## config.mk

```make
export PLATFORM = sky130hd
export DESIGN_NAME = morse_symbol_decoder
export DESIGN_NICKNAME = d
export VERILOG_FILES = /design/src/rtl/morse_pkg.sv /design/src/rtl/morse_lut.sv /design/src/rtl/morse_symbol_decoder.sv
export SDC_FILE = /design/constraint.sdc
export NUM_CORES = 1
export LEC_CHECK = 0
export BUFFER_PORTS_ARGS = -buffer_cell sky130_fd_sc_hd__buf_2
export CAP_MARGIN = 25
export CELL_PAD_IN_SITES_DETAIL_PLACEMENT = 0
export CELL_PAD_IN_SITES_GLOBAL_PLACEMENT = 1
export CORE_UTILIZATION = 49
export CTS_BUF_LIST = sky130_fd_sc_hd__clkbuf_4 sky130_fd_sc_hd__clkbuf_8
export DETAILED_ROUTE_END_ITERATION = 16
export GPL_ROUTABILITY_DRIVEN = 0
export PLACE_DENSITY_LB_ADDON = 0.1
export SLEW_MARGIN = 30
export SYNTH_ARGS = -nofsm -noshare
export SYNTH_HDL_FRONTEND = slang
export SYNTH_HIERARCHICAL = 1
export SYNTH_SLANG_ARGS = --single-unit
```

## constraint.sdc

```tcl
create_clock -name clk -period 2.4 [get_ports clk]
set_input_delay 0.24 -clock clk [delete_from_list [all_inputs] [get_ports clk]]
set_output_delay 0.24 -clock clk [all_outputs]
set_load 0.02 [all_outputs]
```

## src/rtl/morse_pkg.sv

```systemverilog
// rtl/morse_pkg.sv - shared types and constants for the Morse symbol decoder
package morse_pkg;

  // Longest legal symbol sequence; one more than this marks overflow.
  localparam int MAX_SYMBOLS = 5;

  // Pattern register width (1 bit per symbol, 1 = dash) and length counter width.
  localparam int PAT_W = 5;
  localparam int LEN_W = 3;

  // Code reported for unknown or over-long sequences.
  localparam logic [7:0] MORSE_ERR_CHAR = 8'h3F;

  typedef enum logic [1:0] {
    IDLE    = 2'd0,
    COLLECT = 2'd1,
    EMIT    = 2'd2
  } morse_state_e;

endpackage

```

## src/rtl/morse_lut.sv

```systemverilog
// rtl/morse_lut.sv - combinational (length, pattern, overflow) to ASCII lookup
//
// Ports:
//   length_i    symbols collected (1..MAX_SYMBOLS, MAX_SYMBOLS+1 on overflow)
//   pattern_i   symbols, first symbol in the highest used bit, 1 = dash
//   overflow_i  more than MAX_SYMBOLS symbols were received
//   char_err_o  1 when the sequence has no character
//   char_code_o ASCII code, MORSE_ERR_CHAR when char_err_o is set
//
// Configuration macro: MORSE_DIGITS_EN adds the 5-symbol digit codes '0'..'9'.
module morse_lut
  import morse_pkg::*;
(
  input  logic [LEN_W-1:0] length_i,
  input  logic [PAT_W-1:0] pattern_i,
  input  logic             overflow_i,
  output logic             char_err_o,
  output logic [7:0]       char_code_o
);

  logic       hit;
  logic [7:0] code;

  // Keyed on {length, pattern} so equal bit patterns of different lengths
  // (e.g. 'E' and 'I') stay distinct. Unused high pattern bits are zero.
  always_comb begin
    hit  = 1'b1;
    code = 8'h00;
    case ({length_i, pattern_i})
      {3'd1, 5'b00000}: code = 8'h45; // E .
      {3'd1, 5'b00001}: code = 8'h54; // T -
      {3'd2, 5'b00001}: code = 8'h41; // A .-
      {3'd2, 5'b00000}: code = 8'h49; // I ..
      {3'd2, 5'b00011}: code = 8'h4D; // M --
      {3'd2, 5'b00010}: code = 8'h4E; // N -.
      {3'd3, 5'b00100}: code = 8'h44; // D -..
      {3'd3, 5'b00110}: code = 8'h47; // G --.
      {3'd3, 5'b00101}: code = 8'h4B; // K -.-
      {3'd3, 5'b00111}: code = 8'h4F; // O ---
      {3'd3, 5'b00010}: code = 8'h52; // R .-.
      {3'd3, 5'b00000}: code = 8'h53; // S ...
      {3'd3, 5'b00001}: code = 8'h55; // U ..-
      {3'd3, 5'b00011}: code = 8'h57; // W .--
      {3'd4, 5'b01000}: code = 8'h42; // B -...
      {3'd4, 5'b01010}: code = 8'h43; // C -.-.
      {3'd4, 5'b00010}: code = 8'h46; // F ..-.
      {3'd4, 5'b00000}: code = 8'h48; // H ....
      {3'd4, 5'b00111}: code = 8'h4A; // J .---
      {3'd4, 5'b00100}: code = 8'h4C; // L .-..
      {3'd4, 5'b00110}: code = 8'h50; // P .--.
      {3'd4, 5'b01101}: code = 8'h51; // Q --.-
      {3'd4, 5'b00001}: code = 8'h56; // V ...-
      {3'd4, 5'b01001}: code = 8'h58; // X -..-
      {3'd4, 5'b01011}: code = 8'h59; // Y -.--
      {3'd4, 5'b01100}: code = 8'h5A; // Z --..
`ifdef MORSE_DIGITS_EN
      {3'd5, 5'b11111}: code = 8'h30; // 0 -----
      {3'd5, 5'b01111}: code = 8'h31; // 1 .----
      {3'd5, 5'b00111}: code = 8'h32; // 2 ..---
      {3'd5, 5'b00011}: code = 8'h33; // 3 ...--
      {3'd5, 5'b00001}: code = 8'h34; // 4 ....-
      {3'd5, 5'b00000}: code = 8'h35; // 5 .....
      {3'd5, 5'b10000}: code = 8'h36; // 6 -....
      {3'd5, 5'b11000}: code = 8'h37; // 7 --...
      {3'd5, 5'b11100}: code = 8'h38; // 8 ---..
      {3'd5, 5'b11110}: code = 8'h39; // 9 ----.
`endif
      default: hit = 1'b0;
    endcase

    if (overflow_i || !hit) begin
      char_err_o  = 1'b1;
      char_code_o = MORSE_ERR_CHAR;
    end else begin
      char_err_o  = 1'b0;
      char_code_o = code;
    end
  end

endmodule

```

## src/rtl/morse_symbol_decoder.sv

```systemverilog
// rtl/morse_symbol_decoder.sv - assembles dot/dash symbols into ASCII characters
//
// Ports:
//   clk         system clock (25 MHz)
//   reset       asynchronous active-high reset
//   sym_valid   one-cycle strobe, a classified symbol is present
//   sym_long    1 = dash, 0 = dot; only meaningful with sym_valid
//   char_valid  one-cycle strobe, char_code/char_err valid
//   char_code   ASCII of the decoded character, held until the next char_valid
//   char_err    unknown or too-long sequence (char_code = '?'), held with char_code
//   busy        at least one symbol of the current character is collected
//
// Parameters: TICK_DIV clock cycles per gap tick, GAP_TICKS silent ticks that
// close a character. Configuration macro MORSE_DIGITS_EN (see morse_lut).
module morse_symbol_decoder
  import morse_pkg::*;
#(
  parameter int TICK_DIV  = 2604,
  parameter int GAP_TICKS = 14400
) (
  input  logic       clk,
  input  logic       reset,
  input  logic       sym_valid,
  input  logic       sym_long,
  output logic       char_valid,
  output logic [7:0] char_code,
  output logic       char_err,
  output logic       busy
);

  localparam int PRESC_W = (TICK_DIV > 1) ? $clog2(TICK_DIV) : 1;
  localparam int GAP_W   = $clog2(GAP_TICKS + 1);

  localparam logic [PRESC_W-1:0] PRESC_LAST = PRESC_W'(TICK_DIV - 1);
  localparam logic [GAP_W-1:0]   GAP_LAST   = GAP_W'(GAP_TICKS - 1);
  localparam logic [LEN_W-1:0]   LEN_MAX    = LEN_W'(MAX_SYMBOLS);
  localparam logic [LEN_W-1:0]   LEN_OVF    = LEN_W'(MAX_SYMBOLS + 1);

  morse_state_e       state_q, state_d;
  logic [PAT_W-1:0]   pattern_q, pattern_d;
  logic [LEN_W-1:0]   length_q, length_d;
  logic               ovf_q, ovf_d;
  logic [PRESC_W-1:0] presc_q, presc_d;
  logic [GAP_W-1:0]   gap_q, gap_d;
  logic               char_valid_q, char_valid_d;
  logic [7:0]         char_code_q, char_code_d;
  logic               char_err_q, char_err_d;
  logic               busy_q, busy_d;

  logic       lut_err;
  logic [7:0] lut_code;

  morse_lut u_lut (
    .length_i    (length_q),
    .pattern_i   (pattern_q),
    .overflow_i  (ovf_q),
    .char_err_o  (lut_err),
    .char_code_o (lut_code)
  );

  // The output registers are loaded on the edge that enters EMIT, so the
  // EMIT cycle is exactly the cycle in which char_valid is high. This gives
  // a latency of GAP_TICKS*TICK_DIV + 1 cycles after the last symbol.
  always_comb begin
    state_d      = state_q;
    pattern_d    = pattern_q;
    length_d     = length_q;
    ovf_d        = ovf_q;
    presc_d      = presc_q;
    gap_d        = gap_q;
    char_valid_d = 1'b0;
    char_code_d  = char_code_q;
    char_err_d   = char_err_q;
    busy_d       = busy_q;

    case (state_q)
      IDLE, EMIT: begin
        // EMIT also accepts a coincident symbol as the start of the next character.
        pattern_d = '0;
        length_d  = '0;
        ovf_d     = 1'b0;
        presc_d   = '0;
        gap_d     = '0;
        state_d   = IDLE;
        if (sym_valid) begin
          pattern_d = {{(PAT_W-1){1'b0}}, sym_long};
          length_d  = LEN_W'(1);
          busy_d    = 1'b1;
          state_d   = COLLECT;
        end
      end

      COLLECT: begin
        if (sym_valid) begin
          presc_d = '0;
          gap_d   = '0;
          if (length_q < LEN_MAX) begin
            pattern_d = {pattern_q[PAT_W-2:0], sym_long};
            length_d  = length_q + LEN_W'(1);
          end else begin
            // Pattern is frozen once too long; only the flag matters now.
            length_d = LEN_OVF;
            ovf_d    = 1'b1;
          end
        end else if (presc_q == PRESC_LAST) begin
          presc_d = '0;
          gap_d   = gap_q + GAP_W'(1);
          if (gap_q == GAP_LAST) begin
            char_valid_d = 1'b1;
            char_code_d  = lut_code;
            char_err_d   = lut_err;
            busy_d       = 1'b0;
            state_d      = EMIT;
          end
        end else begin
          presc_d = presc_q + PRESC_W'(1);
        end
      end

      default: state_d = IDLE;
    endcase
  end

  always_ff @(posedge clk or posedge reset) begin
    if (reset) begin
      state_q      <= IDLE;
      pattern_q    <= '0;
      length_q     <= '0;
      ovf_q        <= 1'b0;
      presc_q      <= '0;
      gap_q        <= '0;
      char_valid_q <= 1'b0;
      char_code_q  <= 8'h00;
      char_err_q   <= 1'b0;
      busy_q       <= 1'b0;
    end else begin
      state_q      <= state_d;
      pattern_q    <= pattern_d;
      length_q     <= length_d;
      ovf_q        <= ovf_d;
      presc_q      <= presc_d;
      gap_q        <= gap_d;
      char_valid_q <= char_valid_d;
      char_code_q  <= char_code_d;
      char_err_q   <= char_err_d;
      busy_q       <= busy_d;
    end
  end

  assign char_valid = char_valid_q;
  assign char_code  = char_code_q;
  assign char_err   = char_err_q;
  assign busy       = busy_q;

endmodule

```

==> impl_metrics.yaml, run 1 <==
outcome:
  status: "completed"
clock_network:
  root_buffer: "clkbuf_8"
  clock_sinks: 48
  cts_resized: 0
  cts_buffer_depth: 2
  cts_max_level: 2
  cts_tree: "done"
  clk_pin_slew_ns: 0.09
  clock_latency_ns: 0.31
  cts_buffers: 5
setup_path:
  cp_num_cells: 6
  cpPeakStageDelay_ns: 0.49
  crit_fanout: 9
  reg2regPathDepth: 6
  crit_required_ns: 2.60
  crit_arrival_ns: 2.34
  crit_buf_inv: 0
  r2r_start: "pattern_q[3]"
  crit_family: "compound AO/OA/AOI/OAI gates"
  critPathKind: "reg2reg"
  worstSetupStartpointType: "flip-flop"
  crit_path_top_delay_cell: "dfrtp_1"
  worstPathCellList: "nor2_1 -> nand2_1 -> o21a_4 -> a41oi_4 -> o2111ai_2 -> mux2_2"
  timing.reg2reg.setup_slack_ns: 0.26
  cp-end-kind: "flip-flop"
  reg2reg_to: "char_code[4]"
yosys:
  yosysUniqueCellTypes: 62
  ys_seq_elements: 48
  netlist_instances: 332
  avgSynthCellArea_um2: 9.14
  synth.area.top_cells: "dfrtp_1 40%, nand2_1 4.5%, mux2_2 3.3%"
  syn_area_mm2: 0.00303
  syn_nets: 339
  yosysWarningCount: 6
  async_reset_ff_frac: 1.00
  synth-main-ff-cell: "dfrtp_1"
  yosysSeqAreaShare: 0.396
  synth-edff-count: 0
  synth_top_area_cell: "dfrtp_1"
  yosysTopAreaCellShare: 0.396
grt:
  grtUsageTotal: 0.234
  grt_pass1_vias: 2334
  grt_pass1_wl_um: 11600
  grt_max_degree: 27
  antenna_found_initial: 0
  overflow: 0
timing:
  period_needed_ns: 2.14
  setup_viol: 0
  clock_skew_ns: 0.00854
  setup_tns_ns: 0
  worst_slew_pin_slew_ns: 0.557
  drv_slew: 0
  fin_crit_sh: 0.891
  maxSlewHeadroom: 0.628
  max_freq_mhz: 468
  finalHoldViolations: 0
  rsz0062_at_grt: "false"
floorplan:
  die_w_um: 80.7
  start_util: 0.509
  coreArea_mm2: 0.00596
  ioPinCount: 15
  rows: 28
  die_y_um: 80.7
  die-area_mm2: 0.00651
detailed_routing:
  routed_wirelength_um: 7010
  wl_per_cell_um: 16.6
  drt_iter0_drc: 121
  num_vias: 2547
  drc_errors: 0
  drt_first_pass_iters: 4
  ant_nets: 0
  drt-vias-per-instance: 6.02
placed_design:
  io_buffers: 14
  place_inst: 414
  place_hpwl_um: 5170
cells_and_area:
  final_cells: 423
  layout-drive-gt1-share: 0.172
  nFillCells: 574
  multi_input_area_mm2: 0.00168
  layout.nets: 354
  ff_latch_area_mm2: 0.00120
  diodes: 0
  area_growth_syn_to_layout_pct: 8.79
worst_hold_path:
  hold_class: "in2reg"
  whs_endpoint: "pattern_q[0]"
  min_from: "sym_long"
  hold_depth: 3
power_and_ir_drop:
  power_density_mw_per_mm2: 664
  max-vdd-ir-drop_v: 0.000371
  leakagePower_nw: 1.39
job:
  max_cap_violations: 0
## worst min-delay path, cell delays in order
cell     delay [ns]
buf_2          0.09
nand3_1        0.08
nand2_1        0.06
## through the flow
stage          hold slack, ns  instance area (µm²)  power, mW  setup WS, ns   util
2_1_floorplan           0.378                 3030       1.52         0.449      -
4_1_cts                 0.185                 3300       2.19         0.275  0.554
3_5_place_dp            0.327                 3190       1.66         0.310  0.536
5_1_grt                 0.195                 3300       2.32         0.134  0.554
6_report                0.190                 3300       2.19         0.261  0.554
3_3_place_gp            0.322                 3190       1.66         0.357  0.536
## layout make-up
| class | instances | area share |
|---|---|---|
| well taps | 75 | 0.0284 |
| multi-input cells | 254 | 0.510 |
| clock inverters | 1 | 0.00228 |
| inverters | 8 | 0.00910 |
| repair buffers | 30 | 0.0584 |
| clock buffers | 7 | 0.0273 |
| flip-flops and latches | 48 | 0.364 |
## logic make-up (layout without fill, tap and decap cells)
logic type,after synthesis,count (layout),share of synthesized area
AND/OR/NAND/NOR,153,153,0.298
AO/OA/AOI/OAI,75,75,0.170
flip-flops,48,48,0.396
buffers and inverters,30,46,0.0487
multiplexers,16,16,0.0565
XOR/XNOR,6,6,0.0173
adder cells (fa/ha/maj),3,3,0.0124
other,1,1,0.00124
## Yosys cell counts (2+ instances only)
cell and n:
a211oi_1 2, a21oi_1 16, a22o_1 2, a31oi_1 11, a41oi_1 3, and3_1 4
and4_1 3, buf_2 4, buf_4 2, buf_6 3, clkbuf_1 13, dfrtp_1 48
ha_1 3, inv_1 7, mux2_2 9, mux2i_1 7, nand2_1 36, nand2b_1 7
nand3_1 20, nand3b_1 3, nand4_1 13, nand4b_1 2, nor2_1 22, nor2b_1 6
nor3_1 5, nor3b_1 3, nor4_1 2, nor4b_2 2, nor4b_4 2, o211ai_1 2
o21ai_0 16, o21ai_1 2, o22ai_1 2, o31ai_1 7, or3_1 6, or4_1 7
xnor2_1 4, xor2_1 2
## report_power, final
| group | switching [mW] | internal [mW] |
|---|---|---|
| Combinational | 0.365 | 0.274 |
| Clock | 0.291 | 0.246 |
| Sequential | 0.147 | 0.866 |
## sequential cells by signal (all words and copies together), names as in the netlist, 2 cells and up
signal     cells
length_q       3
state_q        2
gap_q         14
presc_q       12
char_code      8
pattern_q      5
## timing repair
item | CTS | global route
hold buffers | 1 | 0
setup buffers | 0 | 0
hold endpoints to repair | 15 | 0
## metal layers
layer | share of wire | track usage | up-vias
li1 | - | - | 1264
met1 | 0.49 | 0.315 | 1237
met3 | 0.027 | 0.0420 | 8
met2 | 0.47 | 0.378 | 38
met4 | 0.014 | 0.0750 | 0
met5 | 0 | 0 | -
## layout by cell type, fill, tap and decap left out, drive strengths merged, types with 4 or more instances in the layout
| cell type | netlist | layout |
|---|---|---|
| nor2 | 22 | 22 |
| a41oi | 4 | 4 |
| mux2i | 7 | 7 |
| nor2b | 6 | 6 |
| xnor2 | 4 | 4 |
| a31oi | 11 | 11 |
| o21ai | 18 | 18 |
| and3 | 4 | 4 |
| nor4b | 5 | 5 |
| or4 | 7 | 7 |
| or3 | 6 | 6 |
| nand2 | 36 | 36 |
| dfrtp | 48 | 48 |
| clkbuf | 13 | 7 |
| nor3 | 5 | 5 |
| nand4 | 13 | 13 |
| nand3 | 21 | 21 |
| o31ai | 7 | 7 |
| a21oi | 16 | 16 |
| mux2 | 9 | 9 |
| inv | 7 | 7 |
| buf | 9 | 29 |
| nand2b | 7 | 7 |
## worst max path at each step
| stage | from | endpoint | slack (ns) |
|---|---|---|---|
| CTS | pattern_q[3] | char_code[4] | 0.28 |
| global route | length_q[1] | char_code[4] | 0.13 |
| finish | pattern_q[3] | char_code[4] | 0.26 |
| floorplan | presc_q[7] | char_code[0] | 0.45 |
| global placement | pattern_q[3] | char_code[4] | 0.36 |
| detailed placement | pattern_q[3] | char_code[4] | 0.31 |
Power figures use the tool's default switching activity.
==> inputs of run 2 (changes only) <==
--- a/config.mk
+++ b/config.mk
@@ -9,6 +9,7 @@
 export CAP_MARGIN = 25
 export CELL_PAD_IN_SITES_DETAIL_PLACEMENT = 0
 export CELL_PAD_IN_SITES_GLOBAL_PLACEMENT = 1
+export CORE_ASPECT_RATIO = 0.75
 export CORE_UTILIZATION = 49
 export CTS_BUF_LIST = sky130_fd_sc_hd__clkbuf_4 sky130_fd_sc_hd__clkbuf_8
 export DETAILED_ROUTE_END_ITERATION = 16
@@ -19,3 +20,4 @@
 export SYNTH_HDL_FRONTEND = slang
 export SYNTH_HIERARCHICAL = 1
 export SYNTH_SLANG_ARGS = --single-unit
+export TNS_END_PERCENT = 100
==> run 2 against run 1 <==
Sequential power barely moved. Utilization rose by 0.15 points. Clock power fell by 14%. Flip-flop and latch count did not move. Design area fell by 0.91%. Cell count did not move. Non-clock buffer count fell by 2. Critical path type unchanged.
==> impl_metrics.yaml, run 2 (synthesis results as in run 1) <==
setup_path:
  crit_fanout: 15
  crit_arrival_ns: 2.28
  reg2regPathDepth: 6
  critPathLaunch: "pattern_q[3]"
  cp-end-kind: "flip-flop"
  worstSetupEndpoint: "char_code[4]"
  critPathKind: "reg2reg"
  worstPathCellList: "nor2_1 -> nand2_1 -> o21a_4 -> a41oi_4 -> o2111ai_2 -> mux2_2"
  timing.reg2reg.setup_slack_ns: 0.30
  crit_required_ns: 2.58
  crit_path_top_delay_cell: "dfrtp_1"
  r2r_start: "pattern_q[3]"
  worstSetupStartpointType: "flip-flop"
  cpPeakStageDelay_ns: 0.54
  reg2reg_to: "char_code[4]"
timing:
  fin_crit_sh: 0.873
  fin_ws_ns: 0.304
  rsz0062_at_grt: "false"
  setup_viol: 0
  period_needed_ns: 2.10
  clock_skew_ns: 0.0169
  setup_tns_ns: 0
  max_freq_mhz: 477
  worst_slew_pin_slew_ns: 0.606
  drv_slew: 0
  maxSlewHeadroom: 0.596
  finalHoldViolations: 0
cells_and_area:
  nFillCells: 568
  mostFrequentLayoutCell: "dfrtp_1"
  largest_reg_flops: 14
  layout-drive-gt1-share: 0.168
  diodes: 0
  multi_input_area_mm2: 0.00168
  area_growth_syn_to_layout_pct: 7.80
  final_cells: 423
  fin_util: 0.555
  layout.nets: 352
  regMostFlops: "gap_q"
  final_cell_mix: "48 x dfrtp_1, 36 x nand2_1, 22 x nor2_1"
  ff_latch_area_mm2: 0.00120
clock_network:
  cts_buffer_depth: 2
  cts_resized: 0
  cts_tree: "done"
  ctsHoldBuffers: 0
  cts_max_level: 2
  cts_buffers: 5
  clock_latency_ns: 0.30
  cts_setup_buffers: 0
  clk_pin_slew_ns: 0.10
  clock_sinks: 48
  root_buffer: "clkbuf_8"
grt:
  antenna_found_initial: 0
  grt_max_degree: 49
  grtUsageTotal: 0.222
  grt_pass1_vias: 2227
  grt_pass1_wl_um: 11400
  overflow: 0
floorplan:
  rows: 24
  ioPinCount: 15
  die_y_um: 70.1
  die-area_mm2: 0.00651
  start_util: 0.515
  die_w_um: 92.8
  coreArea_mm2: 0.00589
job:
  max_cap_violations: 0
detailed_routing:
  num_vias: 2588
  drt_iter0_drc: 222
  routed_wirelength_um: 6900
  wl_per_cell_um: 16.3
  drc_errors: 0
  ant_nets: 0
  drt_first_pass_iters: 7
  drt-vias-per-instance: 6.12
worst_hold_path:
  hold_class: "in2async"
placed_design:
  io_buffers: 14
  place_hpwl_um: 4880
  place_inst: 416
  pre_cts_ws_ns: 0.334
outcome:
  status: "completed"
power_and_ir_drop:
  power_density_mw_per_mm2: 645
  leakagePower_nw: 1.37
  max-vdd-ir-drop_v: 0.000351
run 2: changes by cell type in the layout (fill, tap and decap cells not counted):
cell,delta
clkbuf_8,-1
buf_4,-1
clkbuf_4,-1
clkinv_2,+1
dlygate4sd3_1,-1
run 2: where the power goes:
part           internal (mW)  total (mW)  switching, mW
Combinational          0.268       0.602          0.334
Sequential             0.866        1.04          0.178
Clock                  0.198       0.463          0.265
Total                   1.33        2.11          0.777
run 2: how the worst min path moves through the flow:
stage	from	endpoint	slack, ns	depth (start not counted)
floorplan	sym_long	pattern_q[0]	0.38	2
global placement	reset	gap_q[4]	0.44	3
detailed placement	reset	char_code[5]	0.45	3
CTS	reset	gap_q[3]	0.11	3
global route	reset	gap_q[9]	0.13	3
finish	reset	gap_q[3]	0.08	3
run 2: area by class of cell:
class                   instances  area share
inverters                       8     0.00918
flip-flops and latches         48       0.367
clock inverters                 2     0.00383
repair buffers                 28      0.0536
clock buffers                   5      0.0210
multi-input cells             254       0.515
well taps                      78      0.0299
run 2: stage by stage:
step | total power, mW | hold WS, ns | area (µm²)
CTS | 2.12 | 0.105 | 3270
detailed placement | 1.65 | 0.446 | 3190
global placement | 1.65 | 0.441 | 3190
finish | 2.11 | 0.0812 | 3270
floorplan | 1.52 | 0.378 | 3030
global route | 2.25 | 0.131 | 3270
run 2: worst max-delay path, delay by kind of cell, from the launching register on:
kind | cells | cell delay [ns]
muxes | 1 | 0.27
and+or+nand+nor | 2 | 0.52
AOI/OAI and AO/OA | 3 | 0.66
DFF | 1 | 0.54
run 2: routing by layer:
| layer | global-route usage | routed length (µm) |
|---|---|---|
| met1 | 0.368 | 3690 |
| met2 | 0.289 | 2730 |
| met3 | 0.0447 | 425 |
| met4 | 0.0462 | 48 |
| met5 | 0 | 0 |
==> inputs of run 3 (changes only) <==
--- a/config.mk
+++ b/config.mk
@@ -15,6 +15,7 @@
 export DETAILED_ROUTE_END_ITERATION = 16
 export GPL_ROUTABILITY_DRIVEN = 0
 export PLACE_DENSITY_LB_ADDON = 0.1
+export SETUP_SLACK_MARGIN = 0.5
 export SLEW_MARGIN = 30
 export SYNTH_ARGS = -nofsm -noshare
 export SYNTH_HDL_FRONTEND = slang
==> run 3 against run 2 <==
Die area stayed put. Design area is 8.3% higher. First-iteration DRC count is 23% higher. Non-clock buffer count is 15 higher. Setup slack better by 0.12 ns. Utilization is 4.6 points higher. Global-route usage is 1.1 points higher. Power is 16% higher. Critical path depth stayed put.
==> impl_metrics.yaml, run 3 (synthesis results as in run 1) <==
outcome:
  status: "completed"
detailed_routing:
  ant_nets: 0
  drt_first_pass_iters: 4
  drc_errors: 0
  drt-vias-per-instance: 5.99
  routed_wirelength_um: 7210
  num_vias: 2631
  drt_iter0_drc: 272
  wl_per_cell_um: 16.4
clock_network:
  cts_buffer_depth: 2
  clock_sinks: 48
  cts_buffers: 5
  clock_latency_ns: 0.31
  root_buffer: "clkbuf_8"
  cts_max_level: 2
  clk_pin_slew_ns: 0.10
  cts_tree: "done"
setup_path:
  crit_arrival_ns: 2.17
  crit_path_top_delay_cell: "dfrtp_2"
  crit_family: "compound AO/OA/AOI/OAI gates"
  reg2regPathDepth: 6
  worstSetupStartpointType: "flip-flop"
  worstPathCellList: "and4bb_4 -> nand3_1 -> a21o_1 -> a41oi_4 -> o2111ai_2 -> mux2_2"
  critPathKind: "reg2reg"
  crit_buf_inv: 0
  cpPeakStageDelay_ns: 0.50
  crit_fanout: 9
  r2r_start: "length_q[2]"
  timing.reg2reg.setup_slack_ns: 0.43
  reg2reg_to: "char_code[4]"
  cp-end-kind: "flip-flop"
  crit_required_ns: 2.59
grt:
  grtUsageTotal: 0.233
  grt_pass1_wl_um: 11900
  grt_pass1_vias: 2331
  antenna_found_initial: 0
  grt_max_degree: 27
  overflow: 0
cells_and_area:
  diodes: 0
  area_growth_syn_to_layout_pct: 16.8
  layout-drive-gt1-share: 0.258
  mostFrequentLayoutCell: "dfrtp_1"
  regMostFlops: "gap_q"
  layout.nets: 367
  ff_latch_area_mm2: 0.00121
  final_cell_mix: "39 x dfrtp_1, 35 x nand2_1, 25 x buf_4"
  multi_input_area_mm2: 0.00177
  largest_reg_flops: 14
  nFillCells: 527
timing:
  clock_skew_ns: 0.0191
  drv_slew: 0
  period_needed_ns: 1.97
  rsz0062_at_grt: "true"
  finalHoldViolations: 0
  max_freq_mhz: 507
  setup_tns_ns: 0
  fin_crit_sh: 0.822
  maxSlewHeadroom: 0.632
  worst_slew_pin_slew_ns: 0.551
  setup_viol: 0
floorplan:
  ioPinCount: 15
  rows: 24
  die_w_um: 92.8
  die_y_um: 70.1
  die-area_mm2: 0.00651
  coreArea_mm2: 0.00589
  start_util: 0.515
job:
  max_cap_violations: 0
placed_design:
  io_buffers: 14
  place_hpwl_um: 5040
power_and_ir_drop:
  leakagePower_nw: 1.48
  power_density_mw_per_mm2: 693
  max-vdd-ir-drop_v: 0.000612
  p_total_mw: 2.45
worst_hold_path:
  hold_depth: 3
  whs_endpoint: "pattern_q[0]"
  min_from: "sym_long"
  hold_class: "in2reg"
-- run 3: changes by cell type in the layout (fill, tap and decap cells not counted), moves of 2 or more --
cell,change
buf_4,+11
buf_6,+2
bufinv_16,+2
dfrtp_1,-9
dfrtp_2,+9
nor2_1,-2
nor4b_2,-2
nor4b_4,+3
-- run 3: area by class of cell --
type | instances | area share
flip-flops and latches | 48 | 0.342
inverters | 8 | 0.00848
clock inverters | 3 | 0.0194
multi-input cells | 254 | 0.499
repair buffers | 43 | 0.0834
clock buffers | 5 | 0.0194
well taps | 78 | 0.0276
-- run 3: worst max path at each step --
stage	start	end	slack, ns	cells after the start
after floorplan	length_q[0]	char_code[5]	0.51	8
after global placement	length_q[1]	char_code[4]	0.37	6
after detailed placement	pattern_q[3]	char_code[4]	0.32	6
after CTS	gap_q[6]	char_code[0]	0.42	5
after global routing	pattern_q[4]	char_code[4]	0.34	6
final	length_q[2]	char_code[4]	0.43	6
-- run 3: routing by layer --
layer | GRT usage | vias up | wire length (µm)
li1 | - | 1284 | -
met1 | 0.365 | 1283 | 3780
met2 | 0.315 | 59 | 2970
met3 | 0.0523 | 5 | 398
met4 | 0.0667 | 0 | 56
met5 | 0 | - | 0
-- run 3: where the power goes --
| part | internal [mW] | leakage [nW] | switching (mW) | total, mW |
|---|---|---|---|---|
| Clock | 0.420 | 0.0687 | 0.293 | 0.713 |
| Sequential | 0.874 | 0.627 | 0.184 | 1.06 |
| Combinational | 0.314 | 0.783 | 0.369 | 0.682 |
| Total | 1.61 | 1.48 | 0.847 | 2.45 |
-- run 3: metrics by stage --
stage | util | setup slack (ns) | hold slack [ns] | instances | area [µm²]
2_1_floorplan | - | 0.507 | 0.378 | 332 | 3040
3_3_place_gp | 0.545 | 0.370 | 0.320 | 418 | 3210
3_5_place_dp | 0.545 | 0.325 | 0.322 | 418 | 3210
4_1_cts | 0.587 | 0.424 | 0.148 | 433 | 3450
5_1_grt | 0.602 | 0.338 | 0.172 | 439 | 3540
6_report | 0.602 | 0.427 | 0.156 | 439 | 3540
-- run 3: worst min-delay path: cells and delay by family --
family	cells	cell delay, ns
buffers and inverters	1	0.07
AND/OR/NAND/NOR	2	0.12
-- run 3: timing repair --
| item | CTS | global route |
|---|---|---|
| hold buffers | 1 | 0 |
| endpoints found under the setup margin | 15 | 15 |
| buffers inserted | 6 | 6 |
| resized for setup | 16 | 11 |
| endpoints found under the hold margin | 24 | 0 |
| pin swaps | 2 | 5 |
